[config.mk]
export PLATFORM = sky130hd
export DESIGN_NAME = stc0_spram_arbiter
export DESIGN_NICKNAME = d
export VERILOG_FILES = /design/src/rtl/stc0_spram_arbiter_pkg.sv /design/src/rtl/stc0_rdtag_pipe.sv /design/src/rtl/stc0_spram_arbiter.sv
export SDC_FILE = /design/constraint.sdc
export NUM_CORES = 1
export LEC_CHECK = 0
export CAP_MARGIN = 20
export CORE_MARGIN = 5
export CORE_UTILIZATION = 35
export CTS_BUF_LIST = sky130_fd_sc_hd__clkbuf_4 sky130_fd_sc_hd__clkbuf_8 sky130_fd_sc_hd__clkbuf_16
export DETAILED_ROUTE_END_ITERATION = 10
export GPL_TIMING_DRIVEN = 0
export HOLD_SLACK_MARGIN = 0.05
export PLACE_DENSITY = 0.82
export SLEW_MARGIN = 20
export SYNTH_ARGS = -nofsm -noshare
export SYNTH_HDL_FRONTEND = slang
export SYNTH_SLANG_ARGS = --single-unit
[constraint.sdc]
create_clock -name Clk -period 7.4 [get_ports Clk]
set_input_delay 1.48 -clock Clk [delete_from_list [all_inputs] [get_ports Clk]]
set_output_delay 1.48 -clock Clk [all_outputs]
set_load 0.1 [all_outputs]
[src/rtl/stc0_spram_arbiter_pkg.sv]
// Shared types for the twiddle SRAM arbiter: read-tag owner encoding and tag record.
package stc0_spram_arbiter_pkg;

  localparam logic OWN_BF   = 1'b0;
  localparam logic OWN_HOST = 1'b1;

  typedef struct packed {
    logic vld;
    logic owner;
  } tag_t;

endpackage

[src/rtl/stc0_rdtag_pipe.sv]
// {valid, owner} delay line matching the SRAM read latency; tail lines up with SRAM read data.
module stc0_rdtag_pipe
  import stc0_spram_arbiter_pkg::*;
#(
  parameter int DEPTH = 2
) (
  input  logic clk,
  input  logic rst,
  input  tag_t push,
  output tag_t tail
);

  tag_t stages [DEPTH];

  always_ff @(posedge clk or posedge rst) begin
    if (rst) begin
      for (int i = 0; i < DEPTH; i++) stages[i] <= '0;
    end else begin
      stages[0] <= push;
      for (int i = 1; i < DEPTH; i++) stages[i] <= stages[i-1];
    end
  end

  assign tail = stages[DEPTH-1];

endmodule

[src/rtl/stc0_spram_arbiter.sv]
// Shares the single-port twiddle SRAM between butterfly reads (priority) and the host path,
// with a starvation counter that forces a host slot after MAX_WAIT lost cycles.
module stc0_spram_arbiter
  import stc0_spram_arbiter_pkg::*;
#(
  parameter int DW       = 32,
  parameter int AW       = 10,
  parameter int RD_LAT   = 1,
  parameter int MAX_WAIT = 4
) (
  input  logic          Clk,
  input  logic          ARst,
  input  logic          BfReq,
  input  logic [AW-1:0] BfAddr,
  output logic          BfGnt,
  output logic [DW-1:0] BfRData,
  output logic          BfRValid,
  input  logic          HReq,
  input  logic          HWe,
  input  logic [AW-1:0] HAddr,
  input  logic [DW-1:0] HWData,
  output logic          HGnt,
  output logic [DW-1:0] HRData,
  output logic          HRValid,
  output logic          SramCsn,
  output logic          SramWen,
  output logic [AW-1:0] SramAddr,
  output logic [DW-1:0] SramWData,
  input  logic [DW-1:0] SramRData
);

  logic [3:0] wait_cnt;
  logic       host_forced;
  tag_t       push_tag;
  tag_t       tail_tag;

  // Grants are masked during reset so nothing is accepted that the cleared tags would lose.
  always_comb begin
    host_forced = (wait_cnt == 4'(MAX_WAIT));
    BfGnt       = BfReq && !ARst && !(HReq && host_forced);
    HGnt        = HReq && !ARst && (!BfReq || host_forced);
  end

  always_ff @(posedge Clk or posedge ARst) begin
    if (ARst) begin
      wait_cnt  <= '0;
      SramCsn   <= 1'b1;
      SramWen   <= 1'b1;
      SramAddr  <= '0;
      SramWData <= '0;
    end else begin
      if (HGnt || !HReq)
        wait_cnt <= '0;
      else if (!host_forced)
        wait_cnt <= wait_cnt + 4'd1;

      if (HGnt) begin
        SramCsn   <= 1'b0;
        SramWen   <= !HWe;
        SramAddr  <= HAddr;
        SramWData <= HWData;
      end else if (BfGnt) begin
        SramCsn   <= 1'b0;
        SramWen   <= 1'b1;
        SramAddr  <= BfAddr;
      end else begin
        SramCsn   <= 1'b1;
      end
    end
  end

  // Host writes carry no response, so they enter the tag pipe as bubbles.
  always_comb begin
    push_tag.vld   = BfGnt || (HGnt && !HWe);
    push_tag.owner = HGnt ? OWN_HOST : OWN_BF;
  end

  stc0_rdtag_pipe #(
    .DEPTH(RD_LAT + 1)
  ) u_rdtag_pipe (
    .clk (Clk),
    .rst (ARst),
    .push(push_tag),
    .tail(tail_tag)
  );

  assign BfRValid = tail_tag.vld && (tail_tag.owner == OWN_BF);
  assign HRValid  = tail_tag.vld && (tail_tag.owner == OWN_HOST);
  assign BfRData  = SramRData;
  assign HRData   = SramRData;

endmodule

==> qor.log <==
[outcome] run status complete, no violations
[timing] Max Clock Freq 180 MHz
[drt] number of optimization iterations in the first detailed-route pass 4
[timing] final worst clock skew 0.00520 ns
[global_route] global-route wire length before repair 12.3 mm
[logic_synthesis] synthesized instance count 210
[logic_synthesis] synthesized area per cell 12.6 sq um
[critical_path] Crit Reg-Reg Startpoint wait_cnt[0]
[timing] RSZ-0062 raised after global routing false
[critical_path] arrival time worst endpoint 4.08 ns
[global_route] initial antenna violation count 0
[drt] Residual DRC 0
[drt] number of vias in the routed layout 2188
[placement] number of buffers inserted by port buffering 168
[timing] Slew @ Worst Pin 1.02 ns
[global_route] via count of the first global-routing pass 2473
[logic_synthesis] Distinct cells, synth 30
[logic_synthesis] main combinational cell family by area after synthesis buffers and inverters
[logic_synthesis] count of flip-flops with a built-in enable after synthesis 0
[clock_tree] hold_buf cts 0
[clock_tree] Sinks on Clock Net 52
[critical_path] Worst Setup Start Kind input pin
[clock_tree] clock slew seen by the registers of the worst setup and hold paths 0.10 ns
[clock_tree] buffers inserted by post-CTS timing repair 0
[placement] Detailed Place HPWL 6.08 mm
[die] area of the die 9390 sq um
[final_layout] non-filler cells, final 486
[logic_synthesis] number of flip-flops and latches in the synthesized netlist 52
[critical_path] WS Path Type in2out
[power] pwr/cell area 283 nW/um^2
[logic_synthesis] Synth Net Count 301
[logic_synthesis] mapped cell area 2640 sq um
[logic_synthesis] cell accounting for the most synthesized area sky130_fd_sc_hd__dfrtp_1
[clock_tree] Max clock buf depth 2
[final_layout] antenna diode count 0
[die] initial core utilization 36.2%
[timing] count of final setup violators 0
[logic_synthesis] adder-cell share of the synthesized area 0.947%
[logic_synthesis] simple-gate area share of the yosys netlist 3.74%
[placement] number of cells in the design after placement 478
[clock_tree] clock latency on the worst-skew pair 0.30 ns
[logic_synthesis] async set-or-reset flop fraction in the synthesized netlist 100%
[clock_tree] H-tree Lvls 2
[power] Lkg Pwr 1.94 nW
[drt] routed via count divided by cell count 4.50
[critical_path] capturing element type of the critical path output port
[clock_tree] number of buffers added by the clock tree synthesis step 5
[critical_path] start point of the critical path BfReq
[global_route] GRT Residual Overflow 0
[global_route] pin count of the biggest net entering global routing 49
[timing] max_slew headroom 31.7%
[critical_path] register-to-register setup slack 5.52 ns
[clock_tree] clock root buffer sky130_fd_sc_hd__clkbuf_8
[final_layout] number of nets in the layout 477
[logic_synthesis] xor/xnor share of the synthesized area 0.663%
[clock_tree] clock tree from TritonCTS yes
[timing] crit share post-route 75.2%
[clock_tree] Resize count post-CTS 0
[final_layout] Area Overhead vs Synth 73.0%
[logic_synthesis] top flip-flop cell by instance count after synthesis sky130_fd_sc_hd__dfrtp_1
[run] max-cap viol count 0
[drt] initial drt markers 29
[global_route] All-Layer GR Usage 15.7%
[hold_path] Worst Min Path Start u_rdtag_pipe.stages[2]
[drt] average detailed-routed wire length per instance 15.3 microns
[timing] total negative slack 0 ns
[die] Die Height 96.9 microns
[timing] hold violation total from the final report 0
[logic_synthesis] fraction of synthesized area in multiplexers 13.6%
[final_layout] proportion of layout cells with a drive suffix above 1 29.7%
[logic_synthesis] sequential share of the synthesized area 49.3%
[hold_path] Worst Hold Class reg2reg
[die] ports placed on the boundary 201
[drt] WL final 7.44 mm
[critical_path] worst endpoint required time 5.92 ns
[placement] global placement routability congestion 0.758
[die] row cnt 31
[timing] Hold WS 0.351 ns
[timing] minimum clock period 5.56 ns
[critical_path] worst-path fanout max 10
[logic_synthesis] leading post-synthesis cells by cell area sky130_fd_sc_hd__dfrtp_1, sky130_fd_sc_hd__buf_4, sky130_fd_sc_hd__mux2_2
[timing] number of pins with negative max-slew slack in the final report 0
[die] placeable core area 7290 sq um
[logic_synthesis] count of synthesis-stage warnings from yosys 0
[logic_synthesis] compound-cell area share of the yosys netlist 10.6%
[power] peak ir drop on the vdd network 165 uV
[die] Die Span X 96.9 microns
[drt] count of nets left with antenna violations after detail routing 0
[logic_synthesis] area share of the largest cell type after synthesis 47.3%
==> kinds of logic (layout without fill, tap and decap cells) <==
logic type,Yosys count,in the layout
buf+inv,77,254
flops,52,52
mux,32,32
compound gates,29,29
simple gates,16,16
fa+ha+maj,2,2
xor+xnor,2,2
==> state kept, by name, summed over array words and instances, names as in the netlist <==
name                 cells
u_rdtag_pipe.stages      2
SramCsn                  1
SramWen                  1
SramAddr                10
SramWData               32
u_rdtag_pipe.tail        2
wait_cnt                 4
==> area by class of cell <==
| cell class | instances | area (sq um) |
|---|---|---|
| repair buffers | 169 | 1710 |
| flip-flops and latches | 52 | 1300 |
| clock buffers | 6 | 76.3 |
| plain buffers | 73 | 546 |
| multi-input cells | 81 | 782 |
| well taps | 99 | 124 |
| clock inverters | 2 | 16.3 |
| inverters | 4 | 15.0 |
| fillers | 589 | 2720 |
==> metrics by stage <==
step	area, sq um	setup WS (ns)	power (mW)	util, %
6_report	4570	1.84	1.29	62.7
5_1_grt	4570	1.71	1.34	62.7
4_1_cts	4570	1.86	1.31	62.7
3_5_place_dp	4480	1.88	1.14	61.4
3_3_place_gp	4450	1.86	1.13	61.0
2_1_floorplan	2640	2.62	0.946	-
==> Yosys cell counts (2+ instances only) <==
cell	instances
sky130_fd_sc_hd__buf_4	65
sky130_fd_sc_hd__ha_1	2
sky130_fd_sc_hd__dfstp_2	2
sky130_fd_sc_hd__o21ai_0	2
sky130_fd_sc_hd__inv_1	4
sky130_fd_sc_hd__buf_6	3
sky130_fd_sc_hd__nor2_1	3
sky130_fd_sc_hd__a21oi_1	4
sky130_fd_sc_hd__mux2_2	30
sky130_fd_sc_hd__dfrtp_1	50
sky130_fd_sc_hd__nand3_1	4
sky130_fd_sc_hd__o2111a_1	10
sky130_fd_sc_hd__mux2_1	2
sky130_fd_sc_hd__clkbuf_1	4
sky130_fd_sc_hd__a221o_1	10
==> metal layers <==
layer / wire length [microns] / vias up / GRT usage, %
met5: 0 / - / 0
met1: 2840 / 1025 / 17.4
met3: 886 / 4 / 7.84
met4: 48 / 0 / 3.24
li1: - / 1027 / -
met2: 3670 / 132 / 27.1
==> power by group <==
group / internal, mW / leakage (nW) / switching [mW]
clock network: 0.0712 / 0.0448 / 0.0951
registers: 0.334 / 0.628 / 0.0259
logic: 0.199 / 1.27 / 0.568
==> critical path: stages <==
cell and delay, ns:
sky130_fd_sc_hd__clkdlybuf4s50_1 0.67, sky130_fd_sc_hd__clkbuf_1 0.41, sky130_fd_sc_hd__o21ai_0 0.23, sky130_fd_sc_hd__nor2_1 0.13, sky130_fd_sc_hd__clkdlybuf4s50_1 1.16
==> layout by cell type, fill, tap and decap left out, types with 3 or more instances in the layout <==
master                            netlist  layout
sky130_fd_sc_hd__clkdlybuf4s50_1        0     168
sky130_fd_sc_hd__nor2_1                 3       3
sky130_fd_sc_hd__inv_1                  4       4
sky130_fd_sc_hd__o2111a_1              10      10
sky130_fd_sc_hd__a21oi_1                4       4
sky130_fd_sc_hd__clkbuf_8               0       5
sky130_fd_sc_hd__buf_4                 65      65
sky130_fd_sc_hd__nand3_1                4       4
sky130_fd_sc_hd__clkbuf_1               4       3
sky130_fd_sc_hd__dfrtp_1               50      50
sky130_fd_sc_hd__a221o_1               10      10
sky130_fd_sc_hd__mux2_2                30      30
sky130_fd_sc_hd__buf_6                  3       3
==> final timing paths <==
check,to,cells past startpoint
min in group asynchronous,SramAddr[7],3
max in group asynchronous,SramWen,4
hold reg to reg,u_rdtag_pipe.tail[0],0
hold / removal,u_rdtag_pipe.tail[0],0
setup / recovery,BfGnt,5
setup reg to reg,SramWData[13],6
(Power assumes the default switching activity.)
